==> config.mk <==
export PLATFORM = sky130hd
export DESIGN_NAME = clock_divider_nch_flat
export DESIGN_NICKNAME = d
export VERILOG_FILES = /design/src/rtl/clock_divider_nch_if.sv /design/src/rtl/clock_divider_nch.sv /design/src/flat_wrapper.sv
export SDC_FILE = /design/constraint.sdc
export NUM_CORES = 1
export LEC_CHECK = 0
export CORE_ASPECT_RATIO = 0.6
export CORE_UTILIZATION = 30
export CTS_CLUSTER_DIAMETER = 80
export CTS_CLUSTER_SIZE = 14
export DETAILED_ROUTE_END_ITERATION = 10
export GPL_TIMING_DRIVEN = 1
export PLACE_DENSITY = 0.48
export SYNTH_ARGS = -nofsm -noshare
export SYNTH_HDL_FRONTEND = slang
export SYNTH_SLANG_ARGS = --single-unit
==> constraint.sdc <==
create_clock -name clk_in -period 8.6 [get_ports clk_in]
set_clock_uncertainty 0.1 [all_clocks]
set_input_delay 1.72 -clock clk_in [delete_from_list [all_inputs] [get_ports clk_in]]
set_output_delay 1.72 -clock clk_in [all_outputs]
set_load 0.01 [all_outputs]
==> src/rtl/clock_divider_nch_if.sv <==
// Control/status bundle for clock_divider_nch.
// Defining CLKDIV_PHASE_SYNC_EN adds the sync pulse input.
interface clock_divider_nch_if #(
  parameter int NUM_CH = 4,
  parameter int DIV_W  = 16
);
  // load[i] is a single-cycle request with no ready: it is always accepted.
  // pend[i] stays high until the captured divisor takes effect.
  // Every other signal is a level.
  logic [NUM_CH-1:0]       ch_en;
  logic [NUM_CH*DIV_W-1:0] div_val;
  logic [NUM_CH-1:0]       load;
  logic [NUM_CH-1:0]       clk_out;
  logic [NUM_CH-1:0]       tick;
  logic [NUM_CH-1:0]       pend;
  logic [2*NUM_CH-1:0]     state_dbg;
`ifdef CLKDIV_PHASE_SYNC_EN
  logic                    sync;

  modport master (
    output ch_en, div_val, load, sync,
    input  clk_out, tick, pend, state_dbg
  );
  modport slave (
    input  ch_en, div_val, load, sync,
    output clk_out, tick, pend, state_dbg
  );
`else
  modport master (
    output ch_en, div_val, load,
    input  clk_out, tick, pend, state_dbg
  );
  modport slave (
    input  ch_en, div_val, load,
    output clk_out, tick, pend, state_dbg
  );
`endif
endinterface

==> src/rtl/clock_divider_nch.sv <==
// Multi-channel divide-by-2*D clock generator with shadowed divisors and
// boundary-only updates. Optional phase realignment: CLKDIV_PHASE_SYNC_EN.
module clock_divider_nch #(
  parameter int NUM_CH = 4,
  parameter int DIV_W  = 16
) (
  input  logic               clk_in,
  input  logic               reset_n,
  clock_divider_nch_if.slave bus
);

  typedef enum logic [1:0] {
    ST_IDLE = 2'd0,
    ST_HIGH = 2'd1,
    ST_LOW  = 2'd2
  } state_e;

  for (genvar g = 0; g < NUM_CH; g++) begin : g_ch
    state_e           state_q, state_d;
    logic [DIV_W-1:0] count_q, count_d;
    logic [DIV_W-1:0] div_act_q, div_act_d;
    logic [DIV_W-1:0] div_shd_q, div_shd_d;
    logic             pend_q, pend_d;
    logic             tick_q, tick_d;
    logic             clk_out_q, clk_out_d;
    logic             last_cnt;
    logic             apply;
    logic [DIV_W-1:0] div_next;

    always_comb begin
      state_d   = state_q;
      count_d   = count_q;
      div_act_d = div_act_q;
      div_shd_d = div_shd_q;
      pend_d    = pend_q;
      tick_d    = 1'b0;
      apply     = 1'b0;
      // div_act_q is never 0 outside IDLE, so the compare cannot underflow.
      last_cnt  = (count_q == (div_act_q - DIV_W'(1)));
      // Divisor that governs the next period once a boundary is taken.
      div_next  = pend_q ? div_shd_q : div_act_q;

      case (state_q)
        ST_IDLE: begin
          apply   = pend_q;
          count_d = '0;
          if (bus.ch_en[g] && (div_next != '0)) begin
            state_d = ST_HIGH;
            tick_d  = 1'b1;
          end
        end
        ST_HIGH: begin
          if (last_cnt) begin
            state_d = ST_LOW;
            count_d = '0;
          end else begin
            count_d = count_q + DIV_W'(1);
          end
        end
        ST_LOW: begin
          if (last_cnt) begin
            apply   = pend_q;
            count_d = '0;
            if (bus.ch_en[g] && (div_next != '0)) begin
              state_d = ST_HIGH;
              tick_d  = 1'b1;
            end else begin
              state_d = ST_IDLE;
            end
          end else begin
            count_d = count_q + DIV_W'(1);
          end
        end
        default: begin
          state_d = ST_IDLE;
          count_d = '0;
        end
      endcase

`ifdef CLKDIV_PHASE_SYNC_EN
      // Sync overrides whatever the running FSM chose, including a boundary.
      if (bus.sync && (state_q != ST_IDLE)) begin
        apply   = pend_q;
        count_d = '0;
        if (div_next != '0) begin
          state_d = ST_HIGH;
          tick_d  = 1'b1;
        end else begin
          state_d = ST_IDLE;
          tick_d  = 1'b0;
        end
      end
`endif

      // Apply before capture so a coincident load is kept for the next boundary.
      if (apply) begin
        div_act_d = div_shd_q;
        pend_d    = 1'b0;
      end
      if (bus.load[g]) begin
        div_shd_d = bus.div_val[g*DIV_W +: DIV_W];
        pend_d    = 1'b1;
      end

      clk_out_d = (state_d == ST_HIGH);
    end

    always_ff @(posedge clk_in or negedge reset_n) begin
      if (!reset_n) begin
        state_q   <= ST_IDLE;
        count_q   <= '0;
        div_act_q <= DIV_W'(1);
        div_shd_q <= DIV_W'(1);
        pend_q    <= 1'b0;
        tick_q    <= 1'b0;
        clk_out_q <= 1'b0;
      end else begin
        state_q   <= state_d;
        count_q   <= count_d;
        div_act_q <= div_act_d;
        div_shd_q <= div_shd_d;
        pend_q    <= pend_d;
        tick_q    <= tick_d;
        clk_out_q <= clk_out_d;
      end
    end

    assign bus.clk_out[g]          = clk_out_q;
    assign bus.tick[g]             = tick_q;
    assign bus.pend[g]             = pend_q;
    assign bus.state_dbg[2*g +: 2] = state_q;
  end

endmodule

==> src/flat_wrapper.sv <==
// flat-port wrapper written by rule: the top's interface ports become plain ports
module clock_divider_nch_flat 
#(
  parameter int NUM_CH = 4,
  parameter int DIV_W  = 16
)
  (clk_in, reset_n, bus_ch_en, bus_div_val, bus_load, bus_clk_out, bus_tick, bus_pend, bus_state_dbg);
  clock_divider_nch_if #(.NUM_CH(NUM_CH), .DIV_W(DIV_W)) bus_i ();
  input  logic clk_in;
  input  logic reset_n;
  input wire logic [$bits(bus_i.ch_en)-1:0] bus_ch_en;
  input wire logic [$bits(bus_i.div_val)-1:0] bus_div_val;
  input wire logic [$bits(bus_i.load)-1:0] bus_load;
  output wire logic [$bits(bus_i.clk_out)-1:0] bus_clk_out;
  output wire logic [$bits(bus_i.tick)-1:0] bus_tick;
  output wire logic [$bits(bus_i.pend)-1:0] bus_pend;
  output wire logic [$bits(bus_i.state_dbg)-1:0] bus_state_dbg;
  assign bus_i.ch_en = bus_ch_en;
  assign bus_i.div_val = bus_div_val;
  assign bus_i.load = bus_load;
  assign bus_clk_out = bus_i.clk_out;
  assign bus_tick = bus_i.tick;
  assign bus_pend = bus_i.pend;
  assign bus_state_dbg = bus_i.state_dbg;
  clock_divider_nch #(.NUM_CH(NUM_CH), .DIV_W(DIV_W)) u_core (.clk_in(clk_in), .reset_n(reset_n), .bus(bus_i));
endmodule
Yosys cells after proc, flatten, opt, wreduce, memory -nomap -nowiden

Cells that the tools add are included.
Widths: inputs -> output; s select.

$add $sub $neg: 8
Multiply operators: 0
Div/mod/pow operators: 0
$lt $le $gt $ge: 0
Eq/ne operators: 16
Shift-type cells: 0
Muxes and demuxes: 60
Bitwise operators: 0
Reductions and logical operators: 20

Operators with widths:

| cell                  | count |
|---|---|
| $mux 16               | 12 |
| $add 16x1->16 const B | 4 |
| $eq 16x16->1          | 4 |
| $reduce_bool 16->1    | 4 |
| $sub 16x1->16 const B | 4 |
| $mux 1                | 24 |
| $mux 2                | 12 |
| $pmux 2 s3            | 4 |
| $eq 2x1->1 const B    | 8 |
| $pmux 1 s2            | 8 |
| $eq 2x2->1 const B    | 4 |
| $logic_not 2->1       | 4 |
| $reduce_bool 2->1     | 4 |
| $reduce_or 2->1       | 4 |
| $logic_and 1x1->1     | 4 |

Flip-flop bits (word level): 212
Bits in latches: 0
Bits in writable memories: 0
ROM bits: 0
Input port bits: 74
Output and inout port bits: 20
Word-level logic and storage cells: 132
Memories kept: 0

Longest topological paths before layout

Depth in word-level cells: 7
Depth in mapped cells: 14
Mapped depth without buffers: 10

Worst setup path before layout

No wires, ideal clock.

Path type: register to register
Start point: reg u_core.g_ch[2].div_act_q[0]
End point: reg u_core.g_ch[2].div_act_q[10]
Setup time: 125 ps
Arrival time: 3276 ps
Required time: 8375 ps
Slack: 5100 ps
Cell stages (with the launch flop): 15
Path buffers: 4
Clock period less this slack: 3500 ps
Cell sequence: dfstp_2 clkbuf_1 inv_1 ha_1 nor2b_1 clkbuf_1 xnor2_1 o41ai_1 o2111ai_1 a2111oi_2 a31oi_1 nand2b_1 clkbuf_1 buf_2 mux2_2

Cells in the longest elaborated chain, start to end: 4

RTL lines:

| what                     | RTL line                 | RTL |
|---|---|---|
| start: declaration       | clock_divider_nch.sv:21  | `logic [DIV_W-1:0] div_act_q, div_act_d;` |
| start signal: assignment | clock_divider_nch.sv:120 | `div_act_q <= div_act_d;` |
| $sub 16x1->16            | clock_divider_nch.sv:39  | `last_cnt = (count_q == (div_act_q - DIV_W'(1)));` |
| $eq 16x16->1             | clock_divider_nch.sv:39  |  |
| $mux 1                   | clock_divider_nch.sv:61  | `if (last_cnt) begin` |
| $pmux 1 s2               | clock_divider_nch.sv:43  | `case (state_q)` |

No other way between the ends.
A chain may end at the register's enable or synchronous reset.

Final worst setup path

Start point: reg u_core.g_ch[0].div_act_q[0]
End point: reg u_core.g_ch[0].div_act_q[1]

Cells in the longest elaborated chain, start to end: 4

RTL lines:

| what                     | RTL line |
|---|---|
| start: declaration       | clock_divider_nch.sv:21 |
| start signal: assignment | clock_divider_nch.sv:120 |
| $sub 16x1->16            | clock_divider_nch.sv:39 |
| $eq 16x16->1             | clock_divider_nch.sv:39 |
| $mux 1                   | clock_divider_nch.sv:61 |
| $pmux 1 s2               | clock_divider_nch.sv:43 |

No other way between the ends.

==> flow_summary.json <==
{
  "clkPwrFrac": 0.407,
  "gr-usage-all-layers": 0.146,
  "ctsLongestPathBuffers": 3,
  "die_height_um": 153,
  "p_leak_nw": 5.77,
  "tightest_slew_ns": 1.06,
  "final-hold-violation-count": 0,
  "core_area_um2": 36800,
  "setup-tns-final_ns": 0,
  "fp-row-count": 54,
  "cap_violations": 0,
  "layout.nets": 1212,
  "place_inst": 1597,
  "r2r_setup_slack_ns": 4.40,
  "ctsResizeCount": 0,
  "combPwrFrac": 0.053,
  "dr_total_vias": 7977,
  "synth_sequential_area_ratio": 0.469,
  "grt_max_degree": 85,
  "rsz0062_at_grt": "false",
  "wl_per_cell_um": 17.0,
  "synthToLayoutAreaGrowth_pct": 16.5,
  "dieArea_um2": 38600,
  "ys_warn_count": 0,
  "first_global_vias": 7641,
  "critPathCaptureType": "register",
  "period_needed_ns": 4.20,
  "portBuffers": 93,
  "post_cts_buffers": 0,
  "synth_nets": 1143,
  "clk_latency_ns": 0.50,
  "wirelength_mm": 27.8,
  "cts_inserted_buffers": 19,
  "start_util": 0.308,
  "synth_edf_count": 0,
  "p_int_mw": 1.50,
  "powerDensity_nw_per_um2": 148,
  "drt_iter0_drc": 478,
  "die_w_um": 253,
  "relSlewSlack": 0.291,
  "synth-main-ff-cell": "dfrtp_1",
  "synth.avg_cell_area_um2": 10.8,
  "final_common_cell": "dfrtp_1",
  "fin_util": 0.359,
  "hpwl_mm": 20.5,
  "via_per_inst": 4.90,
  "ys_ff_latch": 212,
  "cts_max_level": 1,
  "grt_antenna_before_repair": 0,
  "cp_max_fo": 9,
  "ir_drop_mv": 0.123,
  "cts_tree": "built",
  "clk_pin_slew_ns": 0.07,
  "synthArstFlopShare": 1.00,
  "cp.required_ns": 8.88,
  "fin_cells": 1629,
  "arrival_ns": 4.48,
  "gp_congestion": 0.885,
  "max_freq_mhz": 238,
  "drv_slew": 0,
  "seq_power_share": 0.540,
  "gr-total-overflow": 0,
  "drc": 0,
  "final_cell_mix": "dfrtp_1, mux2_2, nor2_1, clkdlybuf4s50_1, xnor2_1",
  "drive_gt1_frac": 0.162,
  "status": "completed",
  "pin_count": 94,
  "setup_viol": 0,
  "syn_area_um2": 11300,
  "num_antenna_cells": 0,
  "hold_path.class": "reg -> reg",
  "grt_pass1_wl_mm": 44.7,
  "fin_crit_sh": 0.488,
  "ant_nets": 0,
  "total_power_mw": 1.96,
  "clock-root-buffer": "clkbuf_16",
  "drtPass1Iterations": 5,
  "cp-start-kind": "register",
  "p_switching_mw": 0.452,
  "postCtsHoldBufs": 0,
  "synthCells": 1045,
  "worstSetupPathType": "reg -> reg",
  "swShare": 0.231,
  "clock-sinks": 212,
  "ys_types": 71
}
[per-layer routing]
metal	up-vias	share of wire	track usage
li1	3863	-	-
met1	3913	0.57	0.251
met4	0	0.017	0.0280
met5	-	0	0
met2	177	0.36	0.179
met3	24	0.054	0.0280
[power by group through the flow]
stage                     sequential [mW]  clock (mW)  combinational (mW)
after detailed placement             1.08           0               0.107
after floorplan                      1.06           0              0.0429
after global placement               1.08           0               0.106
after global routing                 1.06       0.877               0.116
final                                1.06       0.796               0.104
after CTS                            1.06       0.839               0.108
[area by class of cell]
type,instances,area (um^2)
tap,504,631
inverter,22,82.6
clock buffer,30,517
fill,3691,23600
timing repair buffer,98,973
sequential,212,5320
multi-input combinational,761,5670
clock inverter,2,17.5
[sequential cells by signal, summed over array words and instances (netlist names)]
| register | count |
|---|---|
| u_core.g_ch.count_q | 64 |
| u_core.g_ch.div_act_q | 64 |
| u_core.g_ch.pend_q | 4 |
| u_core.g_ch.tick_q | 4 |
| u_core.g_ch.clk_out_q | 4 |
| u_core.g_ch.state_q | 8 |
| u_core.g_ch.div_shd_q | 64 |
[cell usage after synthesis (all sizes together) (3+ instances only)]
| cell | instances | share of area |
|---|---|---|
| a2111oi | 3 | 0.0029 |
| a211o | 3 | 0.0023 |
| a211oi | 4 | 0.0027 |
| a21o | 5 | 0.0034 |
| a21oi | 22 | 0.0097 |
| a31oi | 10 | 0.0055 |
| a41oi | 4 | 0.0031 |
| and2 | 4 | 0.0022 |
| and3 | 28 | 0.015 |
| buf | 23 | 0.014 |
| clkbuf | 27 | 0.0089 |
| dfrtp | 204 | 0.45 |
| dfstp | 8 | 0.019 |
| ha | 24 | 0.027 |
| inv | 22 | 0.0073 |
| mux2 | 130 | 0.13 |
| mux2i | 5 | 0.0044 |
| nand2 | 42 | 0.014 |
| nand2b | 7 | 0.0039 |
| nand3 | 49 | 0.022 |
| nand3b | 4 | 0.0027 |
| nand4 | 12 | 0.0066 |
| nor2 | 101 | 0.033 |
| nor2b | 14 | 0.0077 |
| nor3 | 25 | 0.011 |
| nor4 | 28 | 0.017 |
| nor4b | 6 | 0.0046 |
| o2111ai | 3 | 0.0023 |
| o211ai | 4 | 0.0027 |
| o21ai | 18 | 0.0080 |
| o311ai | 4 | 0.0031 |
| o31a | 4 | 0.0031 |
| o31ai | 6 | 0.0040 |
| or2 | 6 | 0.0033 |
| or3 | 9 | 0.0051 |
| or4 | 13 | 0.0087 |
| xnor2 | 69 | 0.053 |
| xor2 | 66 | 0.051 |
[logic make-up after synthesis]
logic type / Yosys count / share of synthesized area
flip-flops: 212 / 0.469
AND/OR/NAND/NOR: 355 / 0.163
AO/OA/AOI/OAI: 112 / 0.0697
multiplexers: 135 / 0.137
buffers and inverters: 72 / 0.0306
XOR/XNOR: 135 / 0.104
adder cells (fa/ha/maj): 24 / 0.0265
[path summary, 6_finish.rpt]
path	startpoint	end	cells past startpoint
worst max-delay path	u_core.g_ch[0].div_act_q[0]	u_core.g_ch[0].div_act_q[1]	10
worst min-delay path	u_core.g_ch[2].div_shd_q[3]	u_core.g_ch[2].div_act_q[3]	1
worst max register to register	u_core.g_ch[0].div_act_q[0]	u_core.g_ch[0].div_act_q[1]	10
worst min register to register	u_core.g_ch[2].div_shd_q[3]	u_core.g_ch[2].div_act_q[3]	1
max in group asynchronous	reset_n	u_core.g_ch[1].div_shd_q[1]	2
min in group asynchronous	reset_n	u_core.g_ch[3].clk_out_q	1
[critical path, cell delays in order (launching register included)]
cell	delay, ns
dfstp_2	0.59
inv_1	0.06
ha_1	0.29
and2_1	0.20
a2111oi_0	0.41
a211oi_1	0.10
nor4_1	0.70
a41oi_1	0.32
nor2b_1	0.66
buf_4	0.31
mux2_2	0.35
[through the flow]
stage | setup WS (ns) | hold slack, ns | area [um^2]
finish | 4.40 | 0.426 | 13200
detailed placement | 4.49 | 0.424 | 12700
global placement | 4.54 | 0.423 | 12700
CTS | 4.45 | 0.431 | 13200
floorplan | 5.10 | 0.390 | 11300
global route | 4.13 | 0.454 | 13200
(Power assumes the default switching activity.)
